<file path="config.mk">
export PLATFORM = sky130hd
export DESIGN_NAME = passenger_fifo
export DESIGN_NICKNAME = d
export VERILOG_FILES = /design/src/rtl/passenger_fifo_pkg.sv /design/src/rtl/passenger_fifo_ptr.sv /design/src/rtl/passenger_fifo.sv
export SDC_FILE = /design/constraint.sdc
export NUM_CORES = 1
export LEC_CHECK = 0
export BUFFER_PORTS_ARGS = -buffer_cell sky130_fd_sc_hd__buf_2
export CAP_MARGIN = 10
export CORE_AREA = 10 10 198 107
export CTS_BUF_LIST = sky130_fd_sc_hd__clkbuf_4
export DETAILED_ROUTE_END_ITERATION = 6
export DIE_AREA = 0 0 208 117
export SETUP_SLACK_MARGIN = 0.4
export SLEW_MARGIN = 20
export SYNTH_ARGS = -nofsm -noshare
export SYNTH_HDL_FRONTEND = slang
export SYNTH_HIERARCHICAL = 1
export SYNTH_SLANG_ARGS = --single-unit
</file>
<file path="constraint.sdc">
create_clock -name clk -period 3.8 [get_ports clk]
set_clock_uncertainty 0.2 [all_clocks]
set_input_delay 0.38 -clock clk [delete_from_list [all_inputs] [get_ports clk]]
set_output_delay 0.38 -clock clk [all_outputs]
set_load 0.02 [all_outputs]
</file>
<file path="src/rtl/passenger_fifo_pkg.sv">
// Shared constants for the passenger/luggage sorting path: storage defaults and
// the ASCII codes the controller's type check relies on.
package passenger_fifo_pkg;

    localparam int DEFAULT_DATA_WIDTH = 8;
    localparam int DEFAULT_DEPTH      = 16;

    localparam logic [7:0] END_SIGN    = 8'h24;
    localparam logic [7:0] LUGGAGE_MIN = 8'd49;
    localparam logic [7:0] LUGGAGE_MAX = 8'd57;

endpackage

</file>
<file path="src/rtl/passenger_fifo_ptr.sv">
// Wrap-bit FIFO pointer: low bits address memory, the MSB distinguishes full
// from empty when the low bits match.
module fifo_ptr #(
    parameter int ADDR_WIDTH = 4
) (
    input  logic                  clk,
    input  logic                  reset,
    input  logic                  clear,
    input  logic                  inc,
    output logic [ADDR_WIDTH:0]   ptr
);

    always_ff @(posedge clk or negedge reset) begin
        if (!reset) begin
            ptr <= '0;
        end else if (clear) begin
            ptr <= '0;
        end else if (inc) begin
            ptr <= ptr + 1'b1;
        end
    end

endmodule

</file>
<file path="src/rtl/passenger_fifo.sv">
// Synchronous character FIFO between the sorting controller and the output
// formatter; registered read data with one-cycle valid, sticky error flags.
module passenger_fifo
    import passenger_fifo_pkg::*;
#(
    parameter  int DATA_WIDTH = DEFAULT_DATA_WIDTH,
    parameter  int DEPTH      = DEFAULT_DEPTH,
    localparam int ADDR_WIDTH = $clog2(DEPTH)
) (
    input  logic                  clk,
    input  logic                  reset,
    input  logic                  clear,
    input  logic                  wr_enable,
    input  logic                  rd_enable,
    input  logic [DATA_WIDTH-1:0] data_in,
    output logic [DATA_WIDTH-1:0] data_out,
    output logic                  out_valid,
    output logic                  is_fifo_empty,
    output logic                  is_fifo_full,
    output logic [ADDR_WIDTH:0]   count,
    output logic                  overflow,
    output logic                  underflow
);

    logic [DATA_WIDTH-1:0] mem [DEPTH];
    logic [ADDR_WIDTH:0]   wptr;
    logic [ADDR_WIDTH:0]   rptr;
    logic                  wr_accept;
    logic                  rd_accept;
    logic [DATA_WIDTH-1:0] data_p1;
    logic                  vld_p1;
    logic                  overflow_q;
    logic                  underflow_q;

    // Status is derived purely from the pointer registers.
    assign is_fifo_empty = (wptr == rptr);
    assign is_fifo_full  = (wptr[ADDR_WIDTH] != rptr[ADDR_WIDTH]) &&
                           (wptr[ADDR_WIDTH-1:0] == rptr[ADDR_WIDTH-1:0]);
    assign count         = wptr - rptr;

    // A write into a full FIFO is only taken when a pop frees the head slot
    // on the same edge; an empty FIFO never forwards the incoming byte.
    assign rd_accept = !clear && rd_enable && !is_fifo_empty;
    assign wr_accept = !clear && wr_enable && (!is_fifo_full || rd_accept);

    fifo_ptr #(.ADDR_WIDTH(ADDR_WIDTH)) u_wptr (
        .clk   (clk),
        .reset (reset),
        .clear (clear),
        .inc   (wr_accept),
        .ptr   (wptr)
    );

    fifo_ptr #(.ADDR_WIDTH(ADDR_WIDTH)) u_rptr (
        .clk   (clk),
        .reset (reset),
        .clear (clear),
        .inc   (rd_accept),
        .ptr   (rptr)
    );

    always_ff @(posedge clk) begin
        if (wr_accept) begin
            mem[wptr[ADDR_WIDTH-1:0]] <= data_in;
        end
    end

    // Stage p1: registered head entry and its valid
    always_ff @(posedge clk or negedge reset) begin
        if (!reset) begin
            data_p1 <= '0;
            vld_p1  <= 1'b0;
        end else begin
            vld_p1 <= rd_accept;
            if (rd_accept) begin
                data_p1 <= mem[rptr[ADDR_WIDTH-1:0]];
            end
        end
    end

    always_ff @(posedge clk or negedge reset) begin
        if (!reset) begin
            overflow_q  <= 1'b0;
            underflow_q <= 1'b0;
        end else if (clear) begin
            overflow_q  <= 1'b0;
            underflow_q <= 1'b0;
        end else begin
            if (wr_enable && !wr_accept) begin
                overflow_q <= 1'b1;
            end
            if (rd_enable && is_fifo_empty) begin
                underflow_q <= 1'b1;
            end
        end
    end

    assign data_out  = data_p1;
    assign out_valid = vld_p1;
    assign overflow  = overflow_q;
    assign underflow = underflow_q;

endmodule

</file>
# After elaboration in Yosys (flattened, before gate mapping)
# Memory sizes are Yosys's and may differ from the RTL's. A register that Yosys moved wholly into a read port is not among the register bits.
# Cells that the tools add are included.
# totals
register_bits	13
ram_bits	128
input_bits	13
out_inout_bits	18
word_cells	39
mem_count	1
# op_classes
add_sub_neg	3
n_eq_ne	3
n_mux	10
n_reduce_logical	17
# mem_list
memory	words	word_bits	rd	rd_ports_with_merged_regs	wr	line_no	rtl
mem	16	8	1	1	1	passenger_fifo.sv:25	logic [DATA_WIDTH-1:0] mem [DEPTH];
# ops
cell	n
5-bit 2-to-1 mux	4
5-bit by 1-bit adder with 5-bit output (second input constant)	2
2-bit nonzero test	4
1-bit logical AND	7
1-bit 2-to-1 mux	6
5-bit == test	1
1-bit zero test	5
5-bit subtractor	1
4-bit == test	1
1-bit logical OR	1
1-bit != test	1

# Logic depth before layout (Yosys ltp)
# Gate-level depths: netlist of run 1.
# depth
ltp_word	9
ltp_mapped	11
mapped_depth_nobuf	7

# Hierarchy
# Netlist of run 1, hierarchy kept.
# modules_own_cells
module	n_inst	cells_per_inst	area_each_um2	seq_area_each_um2
passenger_fifo	1	276	5565.3	4119.0
fifo_ptr	2	22	252.7	125.1

# Worst setup path before layout of run 1
# Ideal clock, no wire load.
# synth_timing
kind	reg2reg
startpoint	reg u_rptr.ptr[1]
endpoint	mem mem[3][0] in the netlist's numbering, enable pin
setup_time_ns	0.383
t_arrival_ns	2.317
required_time_ns	3.217
slack_ns	0.900
path_stages_with_launch	9
n_path_buf	2
period_less_slack_ns	2.900
path_cell_list	dfrtp_1 clkbuf_1 buf_2 inv_1 ha_1 nand4_1 o311a_1 nand3_1 nor3_1
# synth_via
elab_chain_cells	7
word_cells_on_any_way	10
cone_classes	2 x eq/ne; 2 x mux; 6 x reduce/logical
# synth_lines
element	line_no	rtl
start, declared	passenger_fifo_ptr.sv:10	output logic [ADDR_WIDTH:0] ptr
start signal, assigned	passenger_fifo_ptr.sv:19	ptr <= ptr + 1'b1;
5-bit == test / 4-bit == test (equally long branches)	passenger_fifo.sv:36, passenger_fifo.sv:38	
1-bit zero test / 1-bit logical AND (equally long branches)	passenger_fifo.sv:43, passenger_fifo.sv:37	
1-bit logical AND / 1-bit zero test (equally long branches)	passenger_fifo.sv:43, passenger_fifo.sv:44	
1-bit logical OR *	passenger_fifo.sv:44	assign wr_accept = !clear && wr_enable && (!is_fifo_full || rd_accept);
1-bit logical AND *	passenger_fifo.sv:44	
via wr_accept	passenger_fifo.sv:28	logic wr_accept;
1-bit 2-to-1 mux *	passenger_fifo.sv:63	if (wr_accept) begin
1-bit 2-to-1 mux (not written as such) *	passenger_fifo.sv:64	mem[wptr[ADDR_WIDTH-1:0]] <= data_in;
end, declared	passenger_fifo.sv:25	
# The timed path passes the listed nets; every way through them passes the cells marked *.

# Worst setup path after layout of run 1
# layout_timing
startpoint	reg u_rptr.ptr[1]
endpoint	out count[4]
# layout_via
elab_chain_cells	1
# layout_lines
element	line_no	rtl
5-bit subtractor	passenger_fifo.sv:39	assign count = wptr - rptr;
end, declared	passenger_fifo.sv:20	output logic [ADDR_WIDTH:0] count,
# Every way passes these cells.

==> summary.txt, run 1 <==
Timing
  – Slew Limit Headroom: 53.18%
  – Final Cycle Share: 79.10%
  – Final setup viols: 0
  – Slew Viols, Final: 0
  – Min Tclk post-route: 3.006 ns
  – Worst Tran Pin Value: 0.7023 ns
  – Max Clk Rate: 332.7 MHz
  – Setup TNS: 0 ns
  – RSZ-0062 raised after global routing: no
  – Final Hold Fails: 0

Min path
  – Worst hold path class: input port to register
  – Hold EP: mem[14][1]
  – Worst hold stages: 1
  – Hold path start: data_in[1]

Cells and area
  – Layout cells sized above 1: 29.70%
  – Final core occ: 39.17%
  – P&R area growth vs syn: 15.29%
  – Final net count: 411
  – Diodes inserted: 0
  – Fill count: 1,618

Setup path
  – R2R depth: 7
  – CP arrival: 2.43 ns
  – Reg2reg start: u_wptr/ptr[3]
  – CP max FO: 36
  – Startpoint types: register
  – RR Endpoint: overflow
  – Flop2flop setup slack: 0.92 ns
  – Critical Path Sink Type: output port
  – CP startpoint: u_rptr/ptr[1]
  – Req. time, crit path: 3.22 ns
  – Kind of critical path: register to output port

Detailed routing
  – Drt wl/cell: 21.01 µm
  – Routed vias/inst: 5.009
  – Initial detailed-routing violation count: 285
  – DRC Markers: 0
  – Pre-antenna DRT Iters: 5
  – Total wire length: 13,530 µm
  – ANT nets after route: 0
  – DR vias: 3,226

Placement
  – IO Port Bufs: 30
  – Routability cong.: 0.8366
  – DP HPWL: 9028 µm

Synthesis
  – Ys Warns: 6
  – Netlist area before placement: 0.006071 mm²
  – Commonest cells post-synth: edfxtp_1, mux4_2, nor2_1, dfrtp_1, mux2i_1
  – Synthesized Nets: 340
  – Primary FF master, synth: edfxtp_1
  – Synth Area per Inst: 18.97 µm²
  – Post-synthesis sequential area ratio: 71.97%
  – Asr flop ratio synth: 14.09%
  – Synth Instances: 320
  – EDFF count, synth: 128
  – Yosys reg bits: 149
  – Yosys top cell area share: 63.31%
  – Number of distinct library cells after synthesis: 35
  – Synth area leaders: edfxtp_1, mux4_2, dfrtp_1
  – Top-count cell post-synth: edfxtp_1
  – Top cell type by total area after synthesis: edfxtp_1

CTS
  – Clock-pin slew on the worst setup and hold paths: 0.15 ns
  – H-tree depth: 4
  – Clock Latency Late Sink: 0.54 ns
  – Total CTS buffers: 17
  – CTS tree: done
  – Max Root-Sink Buffers: 2
  – CTS root buf: clkbuf_4
  – Sink Count: 149
  – PostCTS Resize Cnt: 0

Die
  – Die Wd: 208 µm
  – Starting Density: 33.98%
  – Site Rows: 35
  – Core ar.: 0.01787 mm²
  – DIE HEIGHT: 117 µm
  – Die area: 0.02434 mm²
  – Ports: 31

Global route
  – Largest net degree at the start of global routing: 37
  – GR Util All Layers: 11.37%
  – Global-route wire length before repair: 20,550 µm
  – Initial antenna violation count: 0
  – Vias in the first global route: 3,340
  – Congestion Overflow GR: 0

Job
  – Maxcap violations: 0

Pwr
  – Leak Pwr: 2.514 nW
  – Pwr Total: 0.003175 W
  – Maximum VDD drop: 0.2018 mV
  – Pwr dens: 453.6 mW/mm²

Outcome
  – Outcome: complete, no violations
-- cell families (layout without fill, tap and decap cells) --
family / count (synthesis) / in the layout / share of synthesized area (%)
AO/OA/AOI/OAI: 20 / 20 / 2.473
XOR/XNOR: 7 / 7 / 1.010
adder cells (fa/ha/maj): 7 / 7 / 1.566
buffers and inverters: 25 / 109 / 2.741
flip-flops: 149 / 149 / 71.97
multiplexers: 54 / 54 / 15.77
AND/OR/NAND/NOR: 58 / 58 / 4.472
-- layout make-up --
type	count	area, µm²	area share [%]
multi-input cells	146	1535	21.93
flip-flops and latches	149	4370	62.44
inverters	11	41.29	0.5899
well taps	240	300.3	4.290
clock inverters	14	163.9	2.342
repair buffers	66	452.9	6.471
clock buffers	18	135.1	1.931
-- through the flow --
step	setup slack [ns]	cell area, µm²	hold WS (ns)	cells
finish	0.7942	6999	0.04357	644
global route	0.5923	6999	0.006107	644
CTS	0.7183	6989	0.001006	643
detailed placement	1.005	6570	0.1938	599
global placement	1.096	6570	0.1853	599
floorplan	0.8996	6071	-0.1156	320
-- critical path, cell delays in order, from the launching register on --
cell,delay [ns]
dfrtp_1,0.38
buf_4,0.46
fa_1,0.32
inv_1,0.05
a21o_1,0.16
a21oi_1,0.19
xnor2_1,0.14
buf_2,0.19
-- what timing repair did --
item	in CTS	in global routing
endpoints found under the hold margin	76	5
setup buffers	0	0
hold buffers	12	1
-- worst max-delay path by stage --
stage                     depth (start not counted)         to  slack [ns]
final                                             7   count[4]        0.79
after global placement                            6  mem[8][1]        1.10
after floorplan                                   8  mem[3][0]        0.90
after CTS                                         7   count[4]        0.72
after detailed placement                          7  mem[8][0]        1.01
after global routing                              7   count[4]        0.59
-- sequential cells by signal (all words and copies together), names as in the netlist --
name	count
underflow	1
data_out	8
overflow	1
u_rptr/ptr	5
mem	128
out_valid	1
u_wptr/ptr	5
-- cells in the final DEF (no fill, tap or decap), types with 3 or more instances in the layout --
cell type and count:
a21oi_1 6, buf_2 30, buf_4 23, clkbuf_4 18, clkinv_4 4, dfrtp_1 20
dlygate4sd3_1 13, edfxtp_1 128, ha_1 6, inv_1 10, inv_6 3, inv_8 5
mux2i_1 18, mux4_2 31, nand2_1 9, nand2b_1 3, nand3_1 4, nand4_1 5
nor2_1 24, nor2b_1 5, nor3_1 5, o221ai_1 8, xnor2_1 6
-- report_power, final --
| group | switching (W) | leakage [nW] | internal (W) | total [W] |
|---|---|---|---|---|
| combinational | 0.000191 | 0.919 | 0.000115 | 0.000306 |
| sequential | 0.0000251 | 1.43 | 0.00182 | 0.00185 |
| clock | 0.000652 | 0.164 | 0.000370 | 0.00102 |
| total | 0.000868 | 2.51 | 0.00231 | 0.00317 |
-- layer usage --
layer / vias to the layer above / routed length, µm / part of all wire, % / track usage, %
met5: - / 0 / 0 / 0
met4: 0 / 144 / 1.1 / 3.983
met3: 17 / 1042 / 7.7 / 3.311
met2: 113 / 5719 / 42 / 16.31
met1: 1675 / 6622 / 49 / 16.04
li1: 1421 / - / - / -
Power figures use the tool's default switching activity.
==> run 2, diff against run 1 <==
Clock period 3.8 ns to 2.8 ns, I/O delays scaled along.
==> run 2 against run 1 <==
Sequential share of layout area decreased by 4.8 points; routed wire length increased by 0.52%; global-route usage increased by 0.31 points; critical endpoint unchanged; combinational power increased by 58%; critical path type unchanged.
==> summary.txt, run 2 (same netlist as run 1, synthesis figures left out) <==
Outcome
  – Outcome: complete, no violations

Die
  – Die area: 0.02434 mm²
  – Site Rows: 35
  – Die Wd: 208 µm
  – Core ar.: 0.01787 mm²
  – Starting Density: 33.98%
  – DIE HEIGHT: 117 µm
  – Ports: 31

Min path
  – Worst hold path class: input port to async pin

Job
  – Maxcap violations: 0

CTS
  – Sink Count: 149
  – CTS tree: done
  – Clock-pin slew on the worst setup and hold paths: 0.12 ns
  – CTS root buf: clkbuf_4
  – Total CTS buffers: 17
  – H-tree depth: 4
  – Max Root-Sink Buffers: 2
  – Clock Latency Late Sink: 0.53 ns

Cells and area
  – Area of the multi-input gates: 0.001807 mm²
  – Reg area: 0.004375 mm²
  – Fill count: 1,573
  – Layout cells sized above 1: 40.91%
  – Diodes inserted: 0
  – Final net count: 425
  – Finished Cell Area: 0.007596 mm²
  – Commonest cells after routing, fill and taps aside: edfxtp_1, mux4_2, buf_4, buf_2, clkbuf_4
  – Max reg flops: 128
  – P&R area growth vs syn: 25.12%
  – Commonest non-fill, non-tap cell in the layout: edfxtp_1

Setup path
  – R2R depth: 8
  – Slowest Stage Delay on Critical Path: 0.41 ns
  – Startpoint types: register
  – Critical Path Sink Type: output port
  – Slowest-stage cell, CP: fa_2
  – Kind of critical path: register to output port
  – CP Cell Sequence: buf_6, clkinvlp_4, fa_2, inv_2, a21o_1, a21oi_2, xnor2_1, buf_4
  – CP arrival: 2.08 ns
  – Req. time, crit path: 2.32 ns
  – CP max FO: 4

Timing
  – Min Tclk post-route: 2.562 ns
  – Slew Limit Headroom: 65.28%
  – Final Hold Fails: 0
  – Final Cycle Share: 91.50%
  – Max Clk Rate: 390.3 MHz
  – Slew Viols, Final: 0
  – Final setup viols: 0
  – RSZ-0062 raised after global routing: yes
  – Setup TNS: 0 ns
  – Worst Tran Pin Value: 0.5209 ns

Global route
  – Vias in the first global route: 3,461
  – Congestion Overflow GR: 0
  – GR Util All Layers: 11.68%
  – Largest net degree at the start of global routing: 36
  – Global-route wire length before repair: 20,880 µm
  – Initial antenna violation count: 0

Pwr
  – Pwr dens: 588.5 mW/mm²
  – Maximum VDD drop: 0.2587 mV
  – Leak Pwr: 2.640 nW

Detailed routing
  – Initial detailed-routing violation count: 268
  – Routed vias/inst: 4.971
  – Pre-antenna DRT Iters: 4
  – Total wire length: 13,600 µm
  – DR vias: 3,271
  – Drt wl/cell: 20.67 µm
  – DRC Markers: 0
  – ANT nets after route: 0

Placement
  – Routability cong.: 0.8268
  – DP HPWL: 8858 µm
  – IO Port Bufs: 30
  – Area post-placement: 0.006679 mm²
## run 2: report_power, final
| group | leakage, nW | total (W) | internal, W | switching, W |
|---|---|---|---|---|
| registers | 1.42 | 0.00252 | 0.00247 | 0.0000467 |
| clock network | 0.162 | 0.00147 | 0.000738 | 0.000727 |
| logic | 1.05 | 0.000485 | 0.000201 | 0.000284 |
## run 2: per-stage QoR
step	hold WS [ns]	instances	util (%)	worst slack, ns	total power, W
2_1_floorplan	-0.2156	320	-	0.3035	0.002824
3_3_place_gp	0.07239	587	37.38	0.2481	0.002995
3_5_place_dp	0.08796	587	37.38	0.2305	0.003005
4_1_cts	0.001424	647	41.65	0.1486	0.004505
5_1_grt	0.02702	658	42.51	0.1196	0.004665
6_report	0.03487	658	42.51	0.2381	0.004470
## run 2: path summary, 6_finish.rpt
kind	startpoint	end	slack [ns]
min	reset	underflow	0.03
max in group asynchronous	reset	u_rptr/ptr[1]	1.99
max	u_wptr/ptr[1]	count[4]	0.24
min reg2reg	data_out[6]	data_out[6]	0.33
max reg2reg	u_wptr/ptr[1]	overflow	0.48
min in group clk	data_out[6]	data_out[6]	0.33
## run 2: final cells by class
class | count | area share (%)
flip-flops and latches | 149 | 57.60
inverters | 11 | 0.6918
multi-input cells | 146 | 23.79
clock inverters | 11 | 2.092
repair buffers | 80 | 9.801
clock buffers | 21 | 2.075
well taps | 240 | 3.953
## run 2: routing by layer
metal / part of all wire, % / vias up / global-route usage, %
li1: - / 1453 / -
met1: 49 / 1714 / 16.39
met2: 44 / 91 / 17.41
met3: 6.1 / 13 / 2.914
met4: 0.88 / 0 / 3.791
met5: 0 / - / 0
## run 2: worst max-delay path: cells and delay by family, from the launching register on
family                   cells  cell delay [ns]
AO/OA/AOI/OAI                2             0.17
buffers and inverters        4             0.45
flip-flops                   1             0.38
XOR/XNOR                     1             0.14
adder cells (fa/ha/maj)      1             0.41
## run 2: repair_timing
item / 4_1_cts / 5_1_grt
cloned: 1 / 0
resized for setup: 32 / 6
endpoints found under the hold margin: 158 / 0
setup buffers: 13 / 11
hold buffers: 14 / 0
pin swaps: 7 / 8
endpoints found under the setup margin: 100 / 88
==> run 3, diff against run 2 <==
Settings changed: CELL_PAD_IN_SITES_DETAIL_PLACEMENT set to 1, CELL_PAD_IN_SITES_GLOBAL_PLACEMENT set to 1, PLACE_DENSITY_LB_ADDON set to 0.1.
==> run 3 against run 2 <==
Via count up 0.31%; hold slack better by 0.0088 ns; flip-flop and latch count unchanged; critical path depth fell by 2; worst setup slack lost 0.0066 ns; combinational power grew 3%; global-route usage grew 1.7 points; sequential power is essentially flat; fmax down 0.26%; count of clock-buffer cells in the layout down 1; first-iteration DRC count fell by 20%; critical path type unchanged; critical endpoint is now count[2]; largest cell class unchanged; largest power group unchanged.
==> summary.txt, run 3 (same netlist as run 1, synthesis figures left out) <==
Global route
  – Grt peak-use layer: met1
  – Congestion Overflow GR: 0
  – Global-route wire length before repair: 23,450 µm
  – GR Util All Layers: 13.43%
  – Global-route met2 utilization: 18.87%
  – Largest net degree at the start of global routing: 36
  – Met3 GRT Util: 3.656%
  – Initial antenna violation count: 0
  – Met1 Track Usage GR: 20.04%
  – Vias in the first global route: 3,484

Die
  – Ports: 31
  – Site Rows: 35
  – Starting Density: 33.98%
  – Die Wd: 208 µm
  – Die area: 0.02434 mm²
  – Core ar.: 0.01787 mm²
  – DIE HEIGHT: 117 µm

Detailed routing
  – Routed vias/inst: 4.934
  – Initial detailed-routing violation count: 215
  – Total wire length: 15,840 µm
  – Pre-antenna DRT Iters: 4
  – DRC Markers: 0
  – DR vias: 3,281
  – ANT nets after route: 0
  – Drt wl/cell: 23.82 µm

Timing
  – Slew Viols, Final: 0
  – Final Cycle Share: 91.73%
  – Worst Tran Pin Value: 0.5621 ns
  – Setup slack after layout: 0.2314 ns
  – Setup TNS: 0 ns
  – Final Hold Fails: 0
  – Max Clk Rate: 389.3 MHz
  – Hold Slack: 0.04365 ns
  – RSZ-0062 raised after global routing: yes
  – Min Tclk post-route: 2.569 ns
  – Final setup viols: 0
  – Slew Limit Headroom: 62.53%

Placement
  – Routability cong.: 0.7508
  – Dpl cells: 594
  – Place WS: 0.1040 ns
  – DP HPWL: 10,410 µm
  – IO Port Bufs: 30

Setup path
  – CP arrival: 2.09 ns
  – Startpoint types: register
  – Flop2flop setup slack: 0.39 ns
  – Kind of critical path: register to output port
  – Reg2reg start: u_wptr/ptr[1]
  – RR Endpoint: mem[8][7]
  – Critical Path Sink Type: output port
  – R2R depth: 8
  – CP max FO: 2
  – Req. time, crit path: 2.32 ns

Pwr
  – Seq pwr share: 56.5%
  – Combinational Power Share: 11.2%
  – Psw: 0.001134 W
  – Internal: 0.003327 W
  – Pwr dens: 582.6 mW/mm²
  – Leak Pwr: 2.645 nW
  – Net Sw Frac: 25.41%
  – Pwr Total: 0.004460 W
  – Clock share of power: 32.3%
  – Maximum VDD drop: 0.2880 mV

CTS
  – Total CTS buffers: 17
  – CTS tree: done
  – Clock Latency Late Sink: 0.54 ns
  – H-tree depth: 4
  – Max Root-Sink Buffers: 2
  – Sink Count: 149
  – Clock-pin slew on the worst setup and hold paths: 0.13 ns
  – CTS root buf: clkbuf_4

Job
  – Maxcap violations: 0

Cells and area
  – Final Instance Count excl. Fillers: 665
  – Layout cells sized above 1: 43.87%
  – Commonest non-fill, non-tap cell in the layout: edfxtp_1
  – Max reg flops: 128
  – Final net count: 431
  – Commonest cells after routing, fill and taps aside: edfxtp_1, mux4_2, buf_4, buf_2, clkbuf_4
  – P&R area growth vs syn: 26.11%

Outcome
  – Outcome: complete, no violations

Min path
  – Worst hold path class: input port to async pin
## run 3: cell types whose count changed in the layout (fill, tap and decap cells not counted), moves of 3 or more
| cell | delta |
|---|---|
| buf_4 | +4 |
| clkinv_1 | -3 |
| inv_2 | +4 |
| mux2i_1 | -4 |
| mux2i_2 | +4 |
## run 3: stage by stage
stage               util (%)  cell area (µm²)
floorplan                  -             6297
global placement       37.75             6745
detailed placement     37.75             6745
CTS                    41.98             7501
global route           42.84             7654
finish                 42.85             7656
## run 3: power by group through the flow
stage               clock, W  sequential, W  combinational, W
floorplan                  0        0.00262          0.000202
global placement           0        0.00257          0.000431
detailed placement         0        0.00257          0.000438
CTS                  0.00148        0.00252          0.000490
global route         0.00160        0.00253          0.000544
finish               0.00144        0.00252          0.000499
## run 3: per-layer routing
metal,routed length (µm),up-vias
li1,-,1468
met1,8200,1739
met2,6744,68
met3,811,6
met4,81,0
met5,0,-
## run 3: worst max-delay path by stage
| stage | start | endpoint | cells past startpoint |
|---|---|---|---|
| floorplan | u_rptr/ptr[1] | u_wptr/ptr[3] | 9 |
| global placement | u_wptr/ptr[0] | mem[3][6] | 6 |
| detailed placement | u_wptr/ptr[0] | mem[3][6] | 6 |
| CTS | u_rptr/ptr[0] | count[4] | 7 |
| global route | u_rptr/ptr[0] | count[4] | 7 |
| finish | u_rptr/ptr[0] | count[2] | 6 |
## run 3: worst max-delay path, cell delays in order (launching register included)
cell and delay [ns]:
dfrtp_2 0.46, ha_4 0.18, fa_2 0.35, buf_4 0.15, buf_6 0.11, xnor2_2 0.14, buf_4 0.16
## run 3: what timing repair did
action,CTS,global route
pin swaps,11,13
endpoints found under the setup margin,137,110
setup buffers,13,9
hold buffers,14,0
resized for setup,33,11
hold endpoints to repair,157,0
gates cloned,1,1
## run 3: final cells by class
| class | count | area, µm² |
|---|---|---|
| Multi-Input combinational cell | 147 | 1848 |
| Timing Repair Buffer | 85 | 777.0 |
| Fill cell | 1718 | 10210 |
| Inverter | 11 | 48.80 |
| Tap cell | 240 | 300.3 |
| Clock inverter | 12 | 155.1 |
| Sequential cell | 149 | 4374 |
| Antenna cell | 1 | 2.502 |
| Clock buffer | 20 | 150.1 |
